## config.mk

```make
export PLATFORM = sky130hd
export DESIGN_NAME = kart_motion_ctrl_flat
export DESIGN_NICKNAME = d
export VERILOG_FILES = /design/src/rtl/kart_motion_ctrl_if.sv /design/src/rtl/kart_motion_ctrl.sv /design/src/flat_wrapper.sv
export SDC_FILE = /design/constraint.sdc
export NUM_CORES = 1
export LEC_CHECK = 0
export BUFFER_PORTS_ARGS = -buffer_cell sky130_fd_sc_hd__buf_2
export CAP_MARGIN = 10
export CORE_MARGIN = 5
export CORE_UTILIZATION = 60
export CTS_CLUSTER_DIAMETER = 100
export CTS_CLUSTER_SIZE = 20
export DETAILED_ROUTE_END_ITERATION = 8
export GPL_TIMING_DRIVEN = 0
export PLACE_DENSITY = 0.79
export SETUP_SLACK_MARGIN = 0.5
export SLEW_MARGIN = 20
export SYNTH_ARGS = -nofsm -noshare
export SYNTH_HDL_FRONTEND = slang
export SYNTH_SLANG_ARGS = --single-unit
export TNS_END_PERCENT = 100
```

## constraint.sdc

```tcl
create_clock -name clk_in -period 13.8 [get_ports clk_in]
set_input_delay 1.38 -clock clk_in [delete_from_list [all_inputs] [get_ports clk_in]]
set_output_delay 1.38 -clock clk_in [all_outputs]
set_load 0.02 [all_outputs]
```

## src/rtl/kart_motion_ctrl_if.sv

```systemverilog
// Kart controls, trig ROM port and committed pose, bundled for the motion controller.
// The slave modport is the controller side; master is the game-logic/ROM side.
interface kart_motion_ctrl_if;
   logic               frame_start_in;
   logic               race_active_in;
   logic               left_in;
   logic               right_in;
   logic               accel_in;
   logic               brake_in;
   logic               off_track_in;
   logic        [8:0]  trig_addr_out;
   logic signed [10:0] sin_in;
   logic signed [10:0] cos_in;
   logic        [8:0]  direction_out;
   logic        [10:0] player_x_out;
   logic        [10:0] player_y_out;
   logic        [7:0]  speed_out;
   logic               busy_out;
   logic               update_done_out;

   modport slave (
      input  frame_start_in, race_active_in, left_in, right_in, accel_in, brake_in,
             off_track_in, sin_in, cos_in,
      output trig_addr_out, direction_out, player_x_out, player_y_out, speed_out,
             busy_out, update_done_out
   );

   modport master (
      output frame_start_in, race_active_in, left_in, right_in, accel_in, brake_in,
             off_track_in, sin_in, cos_in,
      input  trig_addr_out, direction_out, player_x_out, player_y_out, speed_out,
             busy_out, update_done_out
   );
endinterface

```

## src/rtl/kart_motion_ctrl.sv

```systemverilog
// Per-frame kart motion update: steer, speed, trig fetch, integrate, commit.
// Frame pulse in cycle 0 -> pose and done pulse in cycle 7; pulses while busy are dropped.
module kart_motion_ctrl #(
   parameter logic [10:0] START_X   = 11'd1024,
   parameter logic [10:0] START_Y   = 11'd1024,
   parameter logic [8:0]  START_DIR = 9'd0,
   parameter logic [7:0]  MAX_SPEED = 8'd64,
   parameter logic [7:0]  ACCEL     = 8'd2,
   parameter logic [7:0]  BRAKE     = 8'd4,
   parameter logic [7:0]  FRICTION  = 8'd1,
   parameter logic [8:0]  TURN_STEP = 9'd3
) (
   input  logic             clk_in,
   input  logic             rst_n_in,
   kart_motion_ctrl_if.slave bus
);

   typedef enum logic [2:0] {IDLE, TURN, SPEED, ADDR, WAIT1, WAIT2, MOVE, COMMIT} state_t;
   state_t state, state_nxt;

   logic        [8:0]  dir_q, w_dir, trig_addr, dir_turned;
   logic        [7:0]  speed_q, w_speed, spd_new, cap;
   logic        [8:0]  spd_raw;
   logic        [10:0] x_q, y_q, nx_clamped, ny_clamped;
   logic               w_race, w_accel, w_brake, w_off;
   logic signed [10:0] sin_q, cos_q;
   logic signed [19:0] spd_s, sin_s, cos_s, prod_x, prod_y, dx, dy, nx, ny;

   always_ff @(posedge clk_in or negedge rst_n_in) begin
      if (!rst_n_in) state <= IDLE;
      else           state <= state_nxt;
   end

   always_comb begin
      state_nxt = state;
      unique case (state)
         IDLE:    if (bus.frame_start_in) state_nxt = TURN;
         TURN:    state_nxt = SPEED;
         SPEED:   state_nxt = ADDR;
         ADDR:    state_nxt = WAIT1;
         WAIT1:   state_nxt = WAIT2;
         WAIT2:   state_nxt = MOVE;
         MOVE:    state_nxt = COMMIT;
         COMMIT:  state_nxt = IDLE;
         default: state_nxt = IDLE;
      endcase
   end

   always_comb begin
      bus.busy_out        = (state != IDLE);
      bus.update_done_out = (state == COMMIT);
   end

   // Steering reads the live inputs in TURN; the same cycle latches them for later states.
   always_comb begin
      dir_turned = dir_q;
      if (bus.race_active_in && speed_q != 8'd0) begin
         if (bus.right_in && !bus.left_in)
            dir_turned = (dir_q >= 9'd360 - TURN_STEP) ? dir_q + TURN_STEP - 9'd360
                                                       : dir_q + TURN_STEP;
         else if (bus.left_in && !bus.right_in)
            dir_turned = (dir_q < TURN_STEP) ? dir_q + 9'd360 - TURN_STEP
                                             : dir_q - TURN_STEP;
      end
   end

   always_comb begin
      cap = w_off ? (MAX_SPEED >> 1) : MAX_SPEED;
      if (!w_race)
         spd_raw = 9'd0;
      else if (w_brake)
         spd_raw = (speed_q < BRAKE) ? 9'd0 : {1'b0, speed_q - BRAKE};
      else if (w_accel)
         spd_raw = {1'b0, speed_q} + {1'b0, ACCEL};
      else
         spd_raw = (speed_q < FRICTION) ? 9'd0 : {1'b0, speed_q - FRICTION};
      spd_new = (spd_raw > {1'b0, cap}) ? cap : spd_raw[7:0];
   end

   // Signed 20-bit products; >>> 9 floors toward negative infinity.
   always_comb begin
      spd_s  = {12'd0, w_speed};
      sin_s  = {{9{sin_q[10]}}, sin_q};
      cos_s  = {{9{cos_q[10]}}, cos_q};
      prod_x = spd_s * sin_s;
      prod_y = spd_s * cos_s;
      dx     = prod_x >>> 9;
      dy     = prod_y >>> 9;
      nx     = {9'd0, x_q} + dx;
      ny     = {9'd0, y_q} - dy;
      nx_clamped = nx[19] ? 11'd0 : (nx > 20'sd2047) ? 11'd2047 : nx[10:0];
      ny_clamped = ny[19] ? 11'd0 : (ny > 20'sd2047) ? 11'd2047 : ny[10:0];
   end

   always_ff @(posedge clk_in or negedge rst_n_in) begin
      if (!rst_n_in) begin
         dir_q     <= START_DIR;
         w_dir     <= START_DIR;
         trig_addr <= START_DIR;
         x_q       <= START_X;
         y_q       <= START_Y;
         speed_q   <= 8'd0;
         w_speed   <= 8'd0;
         w_race    <= 1'b0;
         w_accel   <= 1'b0;
         w_brake   <= 1'b0;
         w_off     <= 1'b0;
         sin_q     <= 11'sd0;
         cos_q     <= 11'sd0;
      end else begin
         case (state)
            TURN: begin
               w_dir   <= dir_turned;
               w_race  <= bus.race_active_in;
               w_accel <= bus.accel_in;
               w_brake <= bus.brake_in;
               w_off   <= bus.off_track_in;
            end
            SPEED: w_speed   <= spd_new;
            ADDR:  trig_addr <= w_dir;
            WAIT2: begin
               sin_q <= bus.sin_in;
               cos_q <= bus.cos_in;
            end
            // Loading the pose on this edge makes it visible alongside the done pulse.
            MOVE: begin
               dir_q   <= w_dir;
               speed_q <= w_speed;
               x_q     <= nx_clamped;
               y_q     <= ny_clamped;
            end
            default: ;
         endcase
      end
   end

   assign bus.trig_addr_out = trig_addr;
   assign bus.direction_out = dir_q;
   assign bus.player_x_out  = x_q;
   assign bus.player_y_out  = y_q;
   assign bus.speed_out     = speed_q;

endmodule

```

## src/flat_wrapper.sv

```systemverilog
// flat-port wrapper written by rule: the top's interface ports become plain ports
module kart_motion_ctrl_flat 
#(
   parameter logic [10:0] START_X   = 11'd1024,
   parameter logic [10:0] START_Y   = 11'd1024,
   parameter logic [8:0]  START_DIR = 9'd0,
   parameter logic [7:0]  MAX_SPEED = 8'd64,
   parameter logic [7:0]  ACCEL     = 8'd2,
   parameter logic [7:0]  BRAKE     = 8'd4,
   parameter logic [7:0]  FRICTION  = 8'd1,
   parameter logic [8:0]  TURN_STEP = 9'd3
)
  (clk_in, rst_n_in, bus_frame_start_in, bus_race_active_in, bus_left_in, bus_right_in, bus_accel_in, bus_brake_in, bus_off_track_in, bus_sin_in, bus_cos_in, bus_trig_addr_out, bus_direction_out, bus_player_x_out, bus_player_y_out, bus_speed_out, bus_busy_out, bus_update_done_out);
  kart_motion_ctrl_if bus_i ();
  input  logic clk_in;
  input  logic rst_n_in;
  input wire logic [$bits(bus_i.frame_start_in)-1:0] bus_frame_start_in;
  input wire logic [$bits(bus_i.race_active_in)-1:0] bus_race_active_in;
  input wire logic [$bits(bus_i.left_in)-1:0] bus_left_in;
  input wire logic [$bits(bus_i.right_in)-1:0] bus_right_in;
  input wire logic [$bits(bus_i.accel_in)-1:0] bus_accel_in;
  input wire logic [$bits(bus_i.brake_in)-1:0] bus_brake_in;
  input wire logic [$bits(bus_i.off_track_in)-1:0] bus_off_track_in;
  input wire logic [$bits(bus_i.sin_in)-1:0] bus_sin_in;
  input wire logic [$bits(bus_i.cos_in)-1:0] bus_cos_in;
  output wire logic [$bits(bus_i.trig_addr_out)-1:0] bus_trig_addr_out;
  output wire logic [$bits(bus_i.direction_out)-1:0] bus_direction_out;
  output wire logic [$bits(bus_i.player_x_out)-1:0] bus_player_x_out;
  output wire logic [$bits(bus_i.player_y_out)-1:0] bus_player_y_out;
  output wire logic [$bits(bus_i.speed_out)-1:0] bus_speed_out;
  output wire logic [$bits(bus_i.busy_out)-1:0] bus_busy_out;
  output wire logic [$bits(bus_i.update_done_out)-1:0] bus_update_done_out;
  assign bus_i.frame_start_in = bus_frame_start_in;
  assign bus_i.race_active_in = bus_race_active_in;
  assign bus_i.left_in = bus_left_in;
  assign bus_i.right_in = bus_right_in;
  assign bus_i.accel_in = bus_accel_in;
  assign bus_i.brake_in = bus_brake_in;
  assign bus_i.off_track_in = bus_off_track_in;
  assign bus_i.sin_in = bus_sin_in;
  assign bus_i.cos_in = bus_cos_in;
  assign bus_trig_addr_out = bus_i.trig_addr_out;
  assign bus_direction_out = bus_i.direction_out;
  assign bus_player_x_out = bus_i.player_x_out;
  assign bus_player_y_out = bus_i.player_y_out;
  assign bus_speed_out = bus_i.speed_out;
  assign bus_busy_out = bus_i.busy_out;
  assign bus_update_done_out = bus_i.update_done_out;
  kart_motion_ctrl #(.START_X(START_X), .START_Y(START_Y), .START_DIR(START_DIR), .MAX_SPEED(MAX_SPEED), .ACCEL(ACCEL), .BRAKE(BRAKE), .FRICTION(FRICTION), .TURN_STEP(TURN_STEP)) u_core (.clk_in(clk_in), .rst_n_in(rst_n_in), .bus(bus_i));
endmodule
```

Yosys cells after proc, flatten, opt, wreduce, memory -nomap -nowiden --
Cells that the tools add are included.
Storage, ports and cells: register bits after elaboration 94, input bits 31, output and inout port bits 50, word-level logic and storage cells 67
Cells by class: add/sub/neg operators 10, $mul 2, $lt $le $gt $ge 7, equality and inequality tests 8, mux-type cells 18, reductions and logical operators 8
Operator list (number):
- $mux 9 | 8
- $mux 11 | 4
- $gt 20x12->1 const B | 2
- $mul 9x11->20 | 2
- $mux 8 | 3
- $pmux 3 s8 | 1
- $sub 9x2->9 const B | 2
- $add 12x11->13 | 1
- $sub 12x11->13 | 1
- $eq 3x3->1 const B | 4
- $add 8x2->9 const B | 1
- $add 9x2->9 const B | 1
- $add 9x9->9 const B | 1
- $ge 9x9->1 const B | 1
- $gt 9x8->1 | 1
- $lt 9x2->1 const B | 1
- $sub 9x9->9 const B | 1
- $lt 8x1->1 const B | 1
- $lt 8x3->1 const B | 1
- $reduce_bool 8->1 | 1
- $sub 8x1->8 const B | 1
- $sub 8x3->8 const B | 1
- $mux 7 | 1
- $eq 3x2->1 const B | 2
- other kinds (7) | 10

Longest topological paths before layout --
word-level depth 7, mapped depth 28, depth with buffers taken out 26

Worst setup path before layout --
OpenSTA, ideal clock, no wires.
path kind flip-flop to flip-flop, start point register u_core.w_speed[1], end point register u_core.y_q[9] (netlist: u_core.bus.player_y_out[9]), setup time 87 ps, data arrival time 6454 ps, data required time 13713 ps, path slack 7259 ps, cell stages (with the launch flop) 27, path buffers 1, clock period less this slack 6541 ps, cell sequence dfrtp_1 > clkbuf_1 > and2_1 > fa_1 > inv_1 > fa_1 > inv_1 > fa_1 > inv_1 > fa_1 > inv_1 > ha_1 > a21o_1 > a21o_1 > a22o_1 > a211o_1 > and2_1 > o21ai_0 > nand4b_1 > and3_1 > ha_1 > nand3_1 > a211oi_1 > nor3_1 > nor4_1 > nor2_2 > a22oi_1
Between the ends: word-level cells in the longest chain between the ends 5
RTL lines:
- start: declaration | line kart_motion_ctrl.sv:22 | logic [7:0] speed_q, w_speed, spd_new, cap;
- start signal: assignment | line kart_motion_ctrl.sv:119 | SPEED: w_speed <= spd_new;
- $mul 9x11->20 (*) | line kart_motion_ctrl.sv:86 | prod_y = spd_s * cos_s;
- $sub 12x11->13 (*) | line kart_motion_ctrl.sv:90 | ny = {9'd0, y_q} - dy;
- $gt 20x12->1 | line kart_motion_ctrl.sv:92 | ny_clamped = ny[19] ? 11'd0 : (ny > 20'sd2047) ? 11'd2047 : ny[10:0];
- $mux 11 | line kart_motion_ctrl.sv:92
- $mux 11 (*) | line kart_motion_ctrl.sv:92
- end signal: assignment | line kart_motion_ctrl.sv:130 | y_q <= ny_clamped;
- end: declaration | line kart_motion_ctrl.sv:24 | logic [10:0] x_q, y_q, nx_clamped, ny_clamped;
Every way passes the cells marked *; elsewhere a longest branch is shown, timed or not. A chain may end at the register's enable or synchronous reset.

Worst setup path after layout --
start point register u_core.w_speed[1], end point register u_core.y_q[5] (netlist: u_core.bus.player_y_out[5])
Same word-level chain as after synthesis.

==> results.rst <==
.. list-table::
   :header-rows: 1

   * - Metric
     - Value
   * - Worst path required time
     - roughly 14 ns
   * - Antenna-violating nets left
     - 0
   * - Result of the run
     - complete, no violations
   * - Terminus of the critical flop-to-flop path
     - u_core.bus.player_y_out[5]
   * - Final hold violation count
     - 0
   * - TritonCTS clock tree
     - built
   * - Commonest register cell after synthesis
     - sky130_fd_sc_hd__dfrtp_1
   * - Residual DRC count
     - 0
   * - Number of flops mapped to enable cells by yosys
     - 0
   * - Netlist Area Pre-Place
     - approximately 12000 um^2
   * - Setup-failing EPs final
     - 0
   * - Mean cell area of the mapped netlist
     - about 9 um^2
   * - Count of cells along the worst register-to-register path
     - 25
   * - Violation count after the first detailed-route iteration
     - about 530
   * - Destination of the critical timing path
     - u_core.bus.player_y_out[5]
   * - Port bufs
     - 80
   * - Layout cell share with drive strength beyond 1
     - around an eighth
   * - Antenna violations before repair
     - 0
   * - Number of unique standard cell types used by synthesis
     - 70
   * - Wire length of the first global-routing pass
     - ~48000 um
   * - Die area
     - about 23000 um^2
   * - Top cell type's share of synthesized area
     - 23.6%
   * - Clock latency on the worst-skew pair
     - ~0.36 ns
   * - Cell at the slowest stage of the critical path
     - sky130_fd_sc_hd__fa_1
   * - FP Rows
     - 52
   * - # resized after CTS
     - 0
   * - Worst setup EP type
     - register
   * - Synthesis warning total
     - 0
   * - Max transition margin
     - approximately 44%
   * - Highest clock frequency the design can meet
     - around 130 MHz
   * - RSZ-0062 raised after global routing
     - no
   * - Register-to-register setup slack
     - a little over 6 ns
   * - Synth area leaders
     - sky130_fd_sc_hd__fa_1, sky130_fd_sc_hd__dfrtp_1, sky130_fd_sc_hd__ha_1
   * - Average routed wire per standard cell
     - about 17 um
   * - Total Neg Setup Slack
     - 0 ns
   * - Final #Nets
     - 1700
   * - # hold bufs at CTS
     - 0
   * - Core outline area
     - 20100 um^2
   * - Post-CTS setup buffer count
     - 0
   * - Max cap viols
     - 0
   * - Number of buffers created by CTS
     - 9
   * - DIE HEIGHT
     - between 150 and 200 um
   * - Syn-to-layout area delta
     - 8.92%
   * - Clock slew at the register clock pins of the worst setup and hold paths
     - 0.08 ns
   * - Slowest stage delay, CP
     - 0.66 ns
   * - CTS H-Tree Depth
     - 3
   * - Portion of the post-synthesis area used by sequential elements
     - about a fifth
   * - Post-Synthesis Net Count
     - approximately 1600
   * - DPL Wire Length
     - 22900 um
   * - Num Clock Sinks
     - 94
   * - Top Ports
     - 81
   * - Largest area contributor in the netlist
     - sky130_fd_sc_hd__fa_1
   * - Starting density of the core
     - about three fifths
   * - Via density per instance
     - ~5.7
   * - Sort of element at the start of the critical path
     - register
   * - Critical Path AT
     - roughly 8 ns
   * - FF+latch count, synth
     - 94
   * - Horizontal die dimension
     - 153 um
   * - Buffer type at the clock tree root
     - sky130_fd_sc_hd__clkbuf_16
   * - Worst reg2reg path startpoint
     - u_core.w_speed[1]
   * - Remaining global-route overflow
     - 0
   * - Number of fill cells
     - between 1500 and 2000
   * - Largest net degree at the start of global routing
     - 55
   * - Max Root-Sink Buffers
     - 2
   * - Worst min-delay path class
     - register to register
   * - Post-Synthesis Cells
     - 1318
   * - Number of max-slew violations in the final report
     - 0
   * - Diodes inserted
     - 0
   * - Final critical-path required period
     - between 7 and 8 ns
   * - Post-Route Skew
     - about 0.011 ns
   * - Proportion of synthesized flip-flops having asynchronous set or reset
     - 100%
   * - Final weighted congestion of routability-driven global placement
     - roughly 0.9
   * - Via count of the first global-routing pass
     - between 9000 and 10000
   * - Critical path launch point
     - u_core.w_speed[1]
   * - CP Max Fanout
     - 10
   * - Share of the clock period used by the worst path after layout
     - 55.2%
   * - Count of vias placed by the detailed router
     - about 9500
   * - All-Layer GR Usage
     - roughly 25%
   * - Wire length reported by the detailed router
     - ~28000 um
   * - First-pass detailed-route iteration total
     - 5
   * - Kind of critical path
     - register to register
   * - Slew @ Worst Pin
     - just over 0.8 ns
-- flip-flops by register name (all words and copies together), names as in the netlist, 3 cells and up --
register                  cells
u_core.bus.direction_out      9
u_core.sin_q                 11
u_core.bus.trig_addr_out      9
u_core.bus.speed_out          8
u_core.cos_q                 11
u_core.w_speed                8
u_core.bus.player_y_out      11
u_core.state                  3
u_core.w_dir                  9
u_core.bus.player_x_out      11
-- critical path, delay by kind of cell (launching register included) --
kind                       cells  cell delay, ns
and+or+nand+nor                7            1.96
AOI/OAI and AO/OA              7            1.65
adders and majority gates      6            2.81
buffers and inverters          5            0.60
DFF                            1            0.44
-- routing by layer --
layer,share of wire [%],up-vias,track usage (%)
met4,2.1,0,5.98
met3,5.2,45,3.89
met1,44,4731,34.2
met2,49,249,42.3
met5,0,-,0
li1,-,4504,-
-- final cells by class --
cell class	count	area (um^2)	share of cell area (%)
Buffer	52	209	1.57
Clock buffer	9	225	1.69
Clock inverter	7	91.3	0.687
Inverter	188	706	5.31
Multi-Input combinational cell	984	8930	67.2
Sequential cell	94	2350	17.7
Tap cell	270	338	2.54
Timing Repair Buffer	81	434	3.27
-- logic make-up after synthesis --
family / synth area share (%)
compound gates: 11.6
buf+inv: 7.49
xor+xnor: 4.45
mux: 5.82
fa+ha+maj: 35.4
simple gates: 15.9
flops: 19.3
-- through the flow --
| stage | setup slack (ns) | instances | cell area [um^2] | util (%) | hold WS [ns] |
|---|---|---|---|---|---|
| finish | 6.18 | 1685 | 13300 | 66.1 | 0.505 |
| global route | 5.57 | 1685 | 13300 | 66.1 | 0.525 |
| CTS | 6.20 | 1685 | 13300 | 66.1 | 0.507 |
| detailed placement | 6.24 | 1669 | 13000 | 64.5 | 0.488 |
| global placement | 6.44 | 1668 | 12900 | 64.4 | 0.483 |
| floorplan | 7.26 | 1318 | 12200 | - | 0.464 |
-- cells in the mapped netlist, types with 6 or more instances --
cell type	number
sky130_fd_sc_hd__o21a_1	9
sky130_fd_sc_hd__nand2_1	150
sky130_fd_sc_hd__a211oi_1	6
sky130_fd_sc_hd__nand2b_1	12
sky130_fd_sc_hd__nor2_1	39
sky130_fd_sc_hd__a31oi_1	6
sky130_fd_sc_hd__mux2_2	56
sky130_fd_sc_hd__nand3_1	11
sky130_fd_sc_hd__nor2b_1	13
sky130_fd_sc_hd__nor3_1	18
sky130_fd_sc_hd__a21oi_1	54
sky130_fd_sc_hd__fa_1	144
sky130_fd_sc_hd__ha_1	115
sky130_fd_sc_hd__inv_1	188
sky130_fd_sc_hd__xor2_1	18
sky130_fd_sc_hd__a22oi_1	24
sky130_fd_sc_hd__mux2i_1	8
sky130_fd_sc_hd__and2_1	99
sky130_fd_sc_hd__dfrtp_1	92
sky130_fd_sc_hd__o21ai_0	45
sky130_fd_sc_hd__clkbuf_1	41
sky130_fd_sc_hd__and3_1	6
sky130_fd_sc_hd__a21o_1	19
sky130_fd_sc_hd__xnor2_1	44
-- worst min-delay path by stage --
stage          cells past startpoint                        start                     endpoint
6_report                           1  u_core.bus.trig_addr_out[6]  u_core.bus.trig_addr_out[6]
5_1_grt                            1  u_core.bus.trig_addr_out[6]  u_core.bus.trig_addr_out[6]
2_1_floorplan                      2              u_core.w_dir[0]              u_core.w_dir[0]
3_5_place_dp                       1  u_core.bus.trig_addr_out[6]  u_core.bus.trig_addr_out[6]
3_3_place_gp                       1  u_core.bus.trig_addr_out[6]  u_core.bus.trig_addr_out[6]
4_1_cts                            1  u_core.bus.trig_addr_out[6]  u_core.bus.trig_addr_out[6]
-- placed cells by master (no fill, tap or decap), types with 4 or more instances in the layout --
master                        n
sky130_fd_sc_hd__nor4_1       4
sky130_fd_sc_hd__clkbuf_1    41
sky130_fd_sc_hd__o31ai_1      5
sky130_fd_sc_hd__a21oi_1     54
sky130_fd_sc_hd__a21boi_0     4
sky130_fd_sc_hd__o21bai_1     4
sky130_fd_sc_hd__a22oi_1     24
sky130_fd_sc_hd__and2_1      99
sky130_fd_sc_hd__buf_1        5
sky130_fd_sc_hd__fa_1       144
sky130_fd_sc_hd__inv_1      188
sky130_fd_sc_hd__buf_2       83
sky130_fd_sc_hd__o21a_1       9
sky130_fd_sc_hd__clkbuf_16    9
sky130_fd_sc_hd__xnor2_1     44
sky130_fd_sc_hd__dfrtp_1     92
sky130_fd_sc_hd__mux2i_1      8
sky130_fd_sc_hd__nor3_1      18
sky130_fd_sc_hd__nand2_1    150
sky130_fd_sc_hd__ha_1       115
sky130_fd_sc_hd__nand3_1     11
sky130_fd_sc_hd__a211oi_1     6
sky130_fd_sc_hd__nor2_1      39
sky130_fd_sc_hd__o211ai_1     4
sky130_fd_sc_hd__a211o_1      4
sky130_fd_sc_hd__and3_1       6
sky130_fd_sc_hd__o21ai_0     45
sky130_fd_sc_hd__nor3b_1      4
sky130_fd_sc_hd__nand2b_1    12
sky130_fd_sc_hd__a21o_1      19
sky130_fd_sc_hd__xor2_1      18
sky130_fd_sc_hd__a31oi_1      6
sky130_fd_sc_hd__mux2_2      56
sky130_fd_sc_hd__nand4_1      5
sky130_fd_sc_hd__nor2b_1     13
Power is not shown: default switching activity piles up to over one toggle a cycle in this logic, so the estimate is an artifact.
